<file path="config.mk">
export PLATFORM = sky130hd
export DESIGN_NAME = uart_axi_tx
export DESIGN_NICKNAME = d
export VERILOG_FILES = /design/src/rtl/uart_axi_tx.sv
export SDC_FILE = /design/constraint.sdc
export NUM_CORES = 1
export LEC_CHECK = 0
export CAP_MARGIN = 20
export CORE_UTILIZATION = 50
export DETAILED_ROUTE_END_ITERATION = 8
export PLACE_DENSITY = 0.66
export SYNTH_ARGS = -nofsm -noshare
export SYNTH_HDL_FRONTEND = slang
export SYNTH_SLANG_ARGS = --single-unit
export TNS_END_PERCENT = 5
</file>
<file path="constraint.sdc">
create_clock -name clk -period 4.7 [get_ports clk]
set_input_delay 0.94 -clock clk [delete_from_list [all_inputs] [get_ports clk]]
set_output_delay 0.94 -clock clk [all_outputs]
set_load 0.01 [all_outputs]
</file>
<file path="src/rtl/uart_axi_tx.sv">
// uart_axi_tx: AXI-Stream byte sink feeding a UART transmitter through a small
// elastic FIFO. Frame: start bit, DATA_WIDTH data bits LSB-first, optional even
// parity, STOP_BITS stop bits. Each bit lasts P clocks, P latched from
// clk_per_bit when a byte is popped (0 and 1 both mean P=1).
// Optional feature macro: UART_AXI_TX_PARITY_EN adds one even-parity bit
// between the data bits and the stop bit(s).
module uart_axi_tx #(
  parameter int DATA_WIDTH = 8,
  parameter int CLK_BITS   = 9,
  parameter int FIFO_DEPTH = 4,
  parameter int STOP_BITS  = 1
) (
  input  logic                  clk,
  input  logic                  rst,
  input  logic [CLK_BITS-1:0]   clk_per_bit,
  input  logic [DATA_WIDTH-1:0] s_tdata,
  input  logic                  s_tvalid,
  output logic                  s_tready,
  output logic                  uart_tx,
  output logic                  busy
);

  localparam int PTR_W = (FIFO_DEPTH > 1) ? $clog2(FIFO_DEPTH) : 1;
  localparam int CNT_W = $clog2(FIFO_DEPTH + 1);
  localparam int IDX_W = $clog2(DATA_WIDTH + 1);

  typedef enum logic [2:0] {
    IDLE,
    START,
    DATA,
`ifdef UART_AXI_TX_PARITY_EN
    PARITY,
`endif
    STOP
  } state_t;

  // FIFO storage and bookkeeping
  logic [DATA_WIDTH-1:0] mem [FIFO_DEPTH];
  logic [PTR_W-1:0]      wr_ptr;
  logic [PTR_W-1:0]      rd_ptr;
  logic [CNT_W-1:0]      count;
  logic                  full;
  logic                  fifo_empty;
  logic                  push;
  logic                  pop;
  logic [DATA_WIDTH-1:0] head;

  // Transmitter state
  state_t                state;
  state_t                state_nxt;
  logic [CLK_BITS-1:0]   cnt;
  logic [CLK_BITS-1:0]   cnt_nxt;
  logic [IDX_W-1:0]      idx;
  logic [IDX_W-1:0]      idx_nxt;
  logic [DATA_WIDTH-1:0] shift;
  logic [DATA_WIDTH-1:0] shift_nxt;
  logic [CLK_BITS-1:0]   period;
  logic [CLK_BITS-1:0]   period_nxt;
  logic [CLK_BITS-1:0]   eff_period;
  logic                  tx;
  logic                  tx_nxt;
  logic                  bit_end;
  logic                  load;
`ifdef UART_AXI_TX_PARITY_EN
  logic                  parity_bit;
  logic                  parity_nxt;
`endif

  // s_tready is forced low while reset is held so nothing is accepted then.
  assign full       = (count == CNT_W'(FIFO_DEPTH));
  assign fifo_empty = (count == '0);
  assign s_tready   = ~rst & ~full;
  assign push       = s_tvalid & s_tready;
  assign head       = mem[rd_ptr];
  assign pop        = load;

  assign eff_period = (clk_per_bit <= CLK_BITS'(1)) ? CLK_BITS'(1) : clk_per_bit;
  assign bit_end    = (cnt == period - CLK_BITS'(1));

  assign uart_tx = tx;
  assign busy    = (state != IDLE) | ~fifo_empty;

  // FIFO payload write; storage needs no reset since count gates every read.
  always_ff @(posedge clk) begin
    if (push) mem[wr_ptr] <= s_tdata;
  end

  // FIFO pointers and occupancy; simultaneous push and pop keep count steady.
  always_ff @(posedge clk) begin
    if (rst) begin
      wr_ptr <= '0;
      rd_ptr <= '0;
      count  <= '0;
    end else begin
      if (push) wr_ptr <= wr_ptr + PTR_W'(1);
      if (pop)  rd_ptr <= rd_ptr + PTR_W'(1);
      case ({push, pop})
        2'b10:   count <= count + CNT_W'(1);
        2'b01:   count <= count - CNT_W'(1);
        default: count <= count;
      endcase
    end
  end

  // Next-state, bit timing and line value; the line is registered from state_nxt
  // so the start bit appears on the same edge that pops the byte.
  always_comb begin
    state_nxt  = state;
    cnt_nxt    = cnt;
    idx_nxt    = idx;
    shift_nxt  = shift;
    period_nxt = period;
    load       = 1'b0;
`ifdef UART_AXI_TX_PARITY_EN
    parity_nxt = parity_bit;
`endif
    unique case (state)
      IDLE: begin
        if (!fifo_empty) load = 1'b1;
      end
      START: begin
        if (bit_end) begin
          state_nxt = DATA;
          cnt_nxt   = '0;
          idx_nxt   = '0;
        end else begin
          cnt_nxt = cnt + CLK_BITS'(1);
        end
      end
      DATA: begin
        if (bit_end) begin
          cnt_nxt   = '0;
          shift_nxt = shift >> 1;
          if (idx == IDX_W'(DATA_WIDTH - 1)) begin
            idx_nxt   = '0;
`ifdef UART_AXI_TX_PARITY_EN
            state_nxt = PARITY;
`else
            state_nxt = STOP;
`endif
          end else begin
            idx_nxt = idx + IDX_W'(1);
          end
        end else begin
          cnt_nxt = cnt + CLK_BITS'(1);
        end
      end
`ifdef UART_AXI_TX_PARITY_EN
      PARITY: begin
        if (bit_end) begin
          state_nxt = STOP;
          cnt_nxt   = '0;
          idx_nxt   = '0;
        end else begin
          cnt_nxt = cnt + CLK_BITS'(1);
        end
      end
`endif
      STOP: begin
        if (bit_end) begin
          cnt_nxt = '0;
          if (idx == IDX_W'(STOP_BITS - 1)) begin
            idx_nxt = '0;
            if (!fifo_empty) load = 1'b1;
            else             state_nxt = IDLE;
          end else begin
            idx_nxt = idx + IDX_W'(1);
          end
        end else begin
          cnt_nxt = cnt + CLK_BITS'(1);
        end
      end
      default: state_nxt = IDLE;
    endcase

    // A pop starts a new frame from either IDLE or the end of the last stop bit.
    if (load) begin
      state_nxt  = START;
      cnt_nxt    = '0;
      idx_nxt    = '0;
      shift_nxt  = head;
      period_nxt = eff_period;
`ifdef UART_AXI_TX_PARITY_EN
      parity_nxt = ^head;
`endif
    end

    tx_nxt = 1'b1;
    unique case (state_nxt)
      IDLE:    tx_nxt = 1'b1;
      START:   tx_nxt = 1'b0;
      DATA:    tx_nxt = shift_nxt[0];
`ifdef UART_AXI_TX_PARITY_EN
      PARITY:  tx_nxt = parity_nxt;
`endif
      STOP:    tx_nxt = 1'b1;
      default: tx_nxt = 1'b1;
    endcase
  end

  // Control registers: state, counters and the registered line output.
  always_ff @(posedge clk) begin
    if (rst) begin
      state <= IDLE;
      cnt   <= '0;
      idx   <= '0;
      tx    <= 1'b1;
    end else begin
      state <= state_nxt;
      cnt   <= cnt_nxt;
      idx   <= idx_nxt;
      tx    <= tx_nxt;
    end
  end

  // Frame data registers; only meaningful after a pop has loaded them.
  always_ff @(posedge clk) begin
    shift  <= shift_nxt;
    period <= period_nxt;
`ifdef UART_AXI_TX_PARITY_EN
    parity_bit <= parity_nxt;
`endif
  end

endmodule

</file>
==> summary.txt <==
Cells and area
  – Area grow syn2layout: 13.7%
  – Most common cell after layout, fill and taps aside: edfxtp_1
  – Ant diodes: 0
  – Commonest cells after routing, fill and taps aside: edfxtp_1, dfxtp_1, clkdlybuf4s50_1, inv_1, nor3_1
  – Nets: 335
  – Fin area: 3930 um^2
  – Share of layout cells above drive strength 1: 0.113

Routing
  – Via count: 2134
  – Post-DRT Antenna Nets: 0
  – DR vias/cell: 5.51
  – Total wire length: 5990 um
  – DRC Markers: 0
  – DR WL/cell: 15.5 um
  – DR iter-0 viols: 92
  – Drt pass-1 iters: 4

Floorplan
  – IO Count: 23
  – Die W: 85.1 um
  – Core Rows: 29
  – Core area: 6490 um^2
  – Die area: 7240 um^2
  – Die Y-Extent: 85.1 um
  – Initial cell density of the core: 0.531

Place
  – Final GP Congestion: 0.894
  – Worst slack, placed: 665 ps
  – Post-DP HPWL: 4240 um
  – PortBufs: 22
  – Placed inst area: 3700 um^2

Critical path
  – Critical path fanouts, max: 7
  – Critical R2R Launch: period[0]$_SDFFCE_PP1N_
  – Worst Setup SP: period[0]$_SDFFCE_PP1N_
  – Crit end category: register
  – FF-to-FF End: count[2]$_SDFFE_PP0P_
  – CP startpoint kind: register
  – Crit Path Class: reg -> reg
  – CP max-delay cell: o41ai_1
  – Worst setup path endpoint: count[2]$_SDFFE_PP0P_
  – Worst EP arrival: 4360 ps
  – Worst Reg-to-Reg Cells: 14
  – Cell chain of the critical path: inv_1 > ha_1 > nor2b_1 > or3_1 > a31o_1 > a2111o_1 > o41ai_1 > and2_1 > ha_1 > inv_1 > fa_1 > xor2_1 > or3_1 > a21oi_1
  – R2R Setup Slk: 620 ps
  – CP max stage delay: 550 ps
  – Worst endpoint required time: 4970 ps

Clocking
  – H-Tree Depth: 3
  – Longest Clk Path Bufs: 2
  – CTS Sinks: 75
  – Setup Fix Bufs, Post-CTS: 0
  – Root Buffer: clkbuf_8
  – Worst-path clk slew: 80 ps
  – Clock Latency Late Sink: 350 ps
  – Hold_buf cts: 0
  – Clock buffer count from CTS: 9
  – CTS tree: built
  – PostCTS Resize Cnt: 0

Yosys
  – Synth Area in Adders: 0.0384
  – Compound-Gate Fraction of Synth Area: 0.0772
  – Main synth FF type: edfxtp_1
  – Synth Net Count: 318
  – Leading area contributor after synthesis: edfxtp_1
  – Yosys warns: 0
  – Post-Synthesis Cells: 288
  – Post-synthesis xor/xnor area fraction: 0.0431
  – Synth area leaders: edfxtp_1, dfxtp_1, mux4_2, xor2_1, ha_1
  – Yosys cell types: 49
  – Mux cell area share after synthesis: 0.0645
  – Async S/R FF share, synth: 0
  – Largest family of logic cells by synthesized area: simple AND/OR/NAND/NOR gates
  – Synth top area share: 0.418
  – Post-synth EDFFs: 48
  – Cell Area, Synth: 3450 um^2
  – Synth Area in Simple Gates: 0.163
  – Number of synthesized register bits: 75
  – Synthesized area per cell: 12.0 um^2
  – Seq/Total Area, Yosys: 0.574

Global routing
  – Total gr overflow: 0
  – Global-route wire length before repair: 10200 um
  – Vias in the first global route: 2147
  – Initial antenna violation count: 0
  – GRT Total Usage: 0.187
  – Largest net degree at the start of global routing: 20

Timing
  – Setup violators final: 0
  – Clock skew: 11.5 ps
  – Max Slew Vio Count: 0
  – Setup TNS: 0 ps
  – Worst slew margin relative to its limit: 0.351
  – FMAX: 0.245 GHz
  – RSZ-0062 raised after global routing: false
  – Final clock period utilization by the worst path: 0.869
  – Final worst-path setup slack: 615 ps
  – Slew @ Worst Pin: 964 ps
  – Final Hold Fails: 0
  – Crit path time final: 4080 ps

Power
  – Max VDD drop: 234 uV
  – Lkg Pwr: 1.35 nW
  – P per Cell Area: 454 nW/um^2

Job
  – Max Cap Viol: 0

Min path
  – Worst Hold Class: reg -> reg

Run status
  – Status: completed
==> how the worst min path moves through the flow <==
stage / from / to / slack, ps / cells past startpoint
finish: idx[1]$_SDFFE_PP0P_ / idx[1]$_SDFFE_PP0P_ / 510 / 2
global placement: idx[0]$_SDFFE_PP0P_ / idx[0]$_SDFFE_PP0P_ / 480 / 2
floorplan: idx[1]$_SDFFE_PP0P_ / idx[1]$_SDFFE_PP0P_ / 460 / 2
CTS: idx[0]$_SDFFE_PP0P_ / idx[0]$_SDFFE_PP0P_ / 500 / 2
detailed placement: idx[0]$_SDFFE_PP0P_ / idx[0]$_SDFFE_PP0P_ / 490 / 2
global route: idx[3]$_SDFFE_PP0P_ / idx[3]$_SDFFE_PP0P_ / 530 / 2
==> cells in the mapped netlist, types with 3 or more instances <==
library cell,instances
xor2_1,13
nor4_1,5
o21ai_0,12
a21oi_1,9
nor3_1,15
xnor2_1,4
clkbuf_1,12
nor2b_1,5
nand3b_1,5
nand2_1,12
nor3b_1,3
and3_1,8
a22o_1,6
inv_1,16
or2_2,3
nand3_1,8
nand4_1,4
ha_1,9
edfxtp_1,48
mux4_2,8
a31oi_1,3
or3_1,4
and2_1,4
dfxtp_1,27
nor2_1,13
==> per-layer routing <==
layer  part of all wire  wire, um  up-vias  global-route usage
met5                  0         0        -                   0
met4             0.0088        53        0              0.0863
met3              0.029       174        4              0.0535
met2               0.49      2950       27               0.304
met1               0.47      2810     1008               0.232
li1                   -         -     1095                   -
==> kinds of logic (layout without fill, tap and decap cells) <==
logic type / Yosys count / after routing
muxes: 12 / 12
adders and majority gates: 10 / 10
buffers and inverters: 33 / 55
AOI/OAI and AO/OA: 41 / 41
xor gates and xnor gates: 17 / 17
DFF: 75 / 75
and+or+nand+nor: 99 / 99
other: 1 / 1
==> stage by stage <==
step	util	instances	total power [W]	hold WS [ps]
3_5_place_dp	0.570	371	0.00125	491
5_1_grt	0.605	387	0.00189	532
2_1_floorplan	-	288	0.00114	461
6_report	0.605	387	0.00178	509
4_1_cts	0.605	387	0.00180	503
3_3_place_gp	0.570	371	0.00124	481
==> critical path: cells and delay by family, from the launching register on <==
| kind | cells | cell delay, ps |
|---|---|---|
| AO/OA/AOI/OAI | 4 | 1360 |
| XOR/XNOR | 1 | 160 |
| buffers and inverters | 2 | 130 |
| flip-flops | 1 | 470 |
| adder cells (fa/ha/maj) | 3 | 810 |
| AND/OR/NAND/NOR | 4 | 1060 |
==> report_power, final <==
part / internal (W) / switching [W]
Clock: 0.000302 / 0.000246
Sequential: 0.000799 / 0.0000692
Combinational: 0.000176 / 0.000190
==> sequential cells by signal, indices dropped and copies added (netlist names), named ones only <==
name	flops
cnt	9
idx	4
count	3
rd_ptr	2
uart_tx	1
wr_ptr	2
state	3
shift	8
period	9
mem	32
==> area by class of cell <==
cell class              count  area (um^2)
inverters                  16         60.1
repair buffers             23          228
well taps                  77         96.3
flip-flops and latches     75         1980
clock buffers               9          124
fillers                   498         2570
clock inverters             7         98.8
multi-input cells         180         1340
No activity file was read; power rests on OpenSTA's default activity.
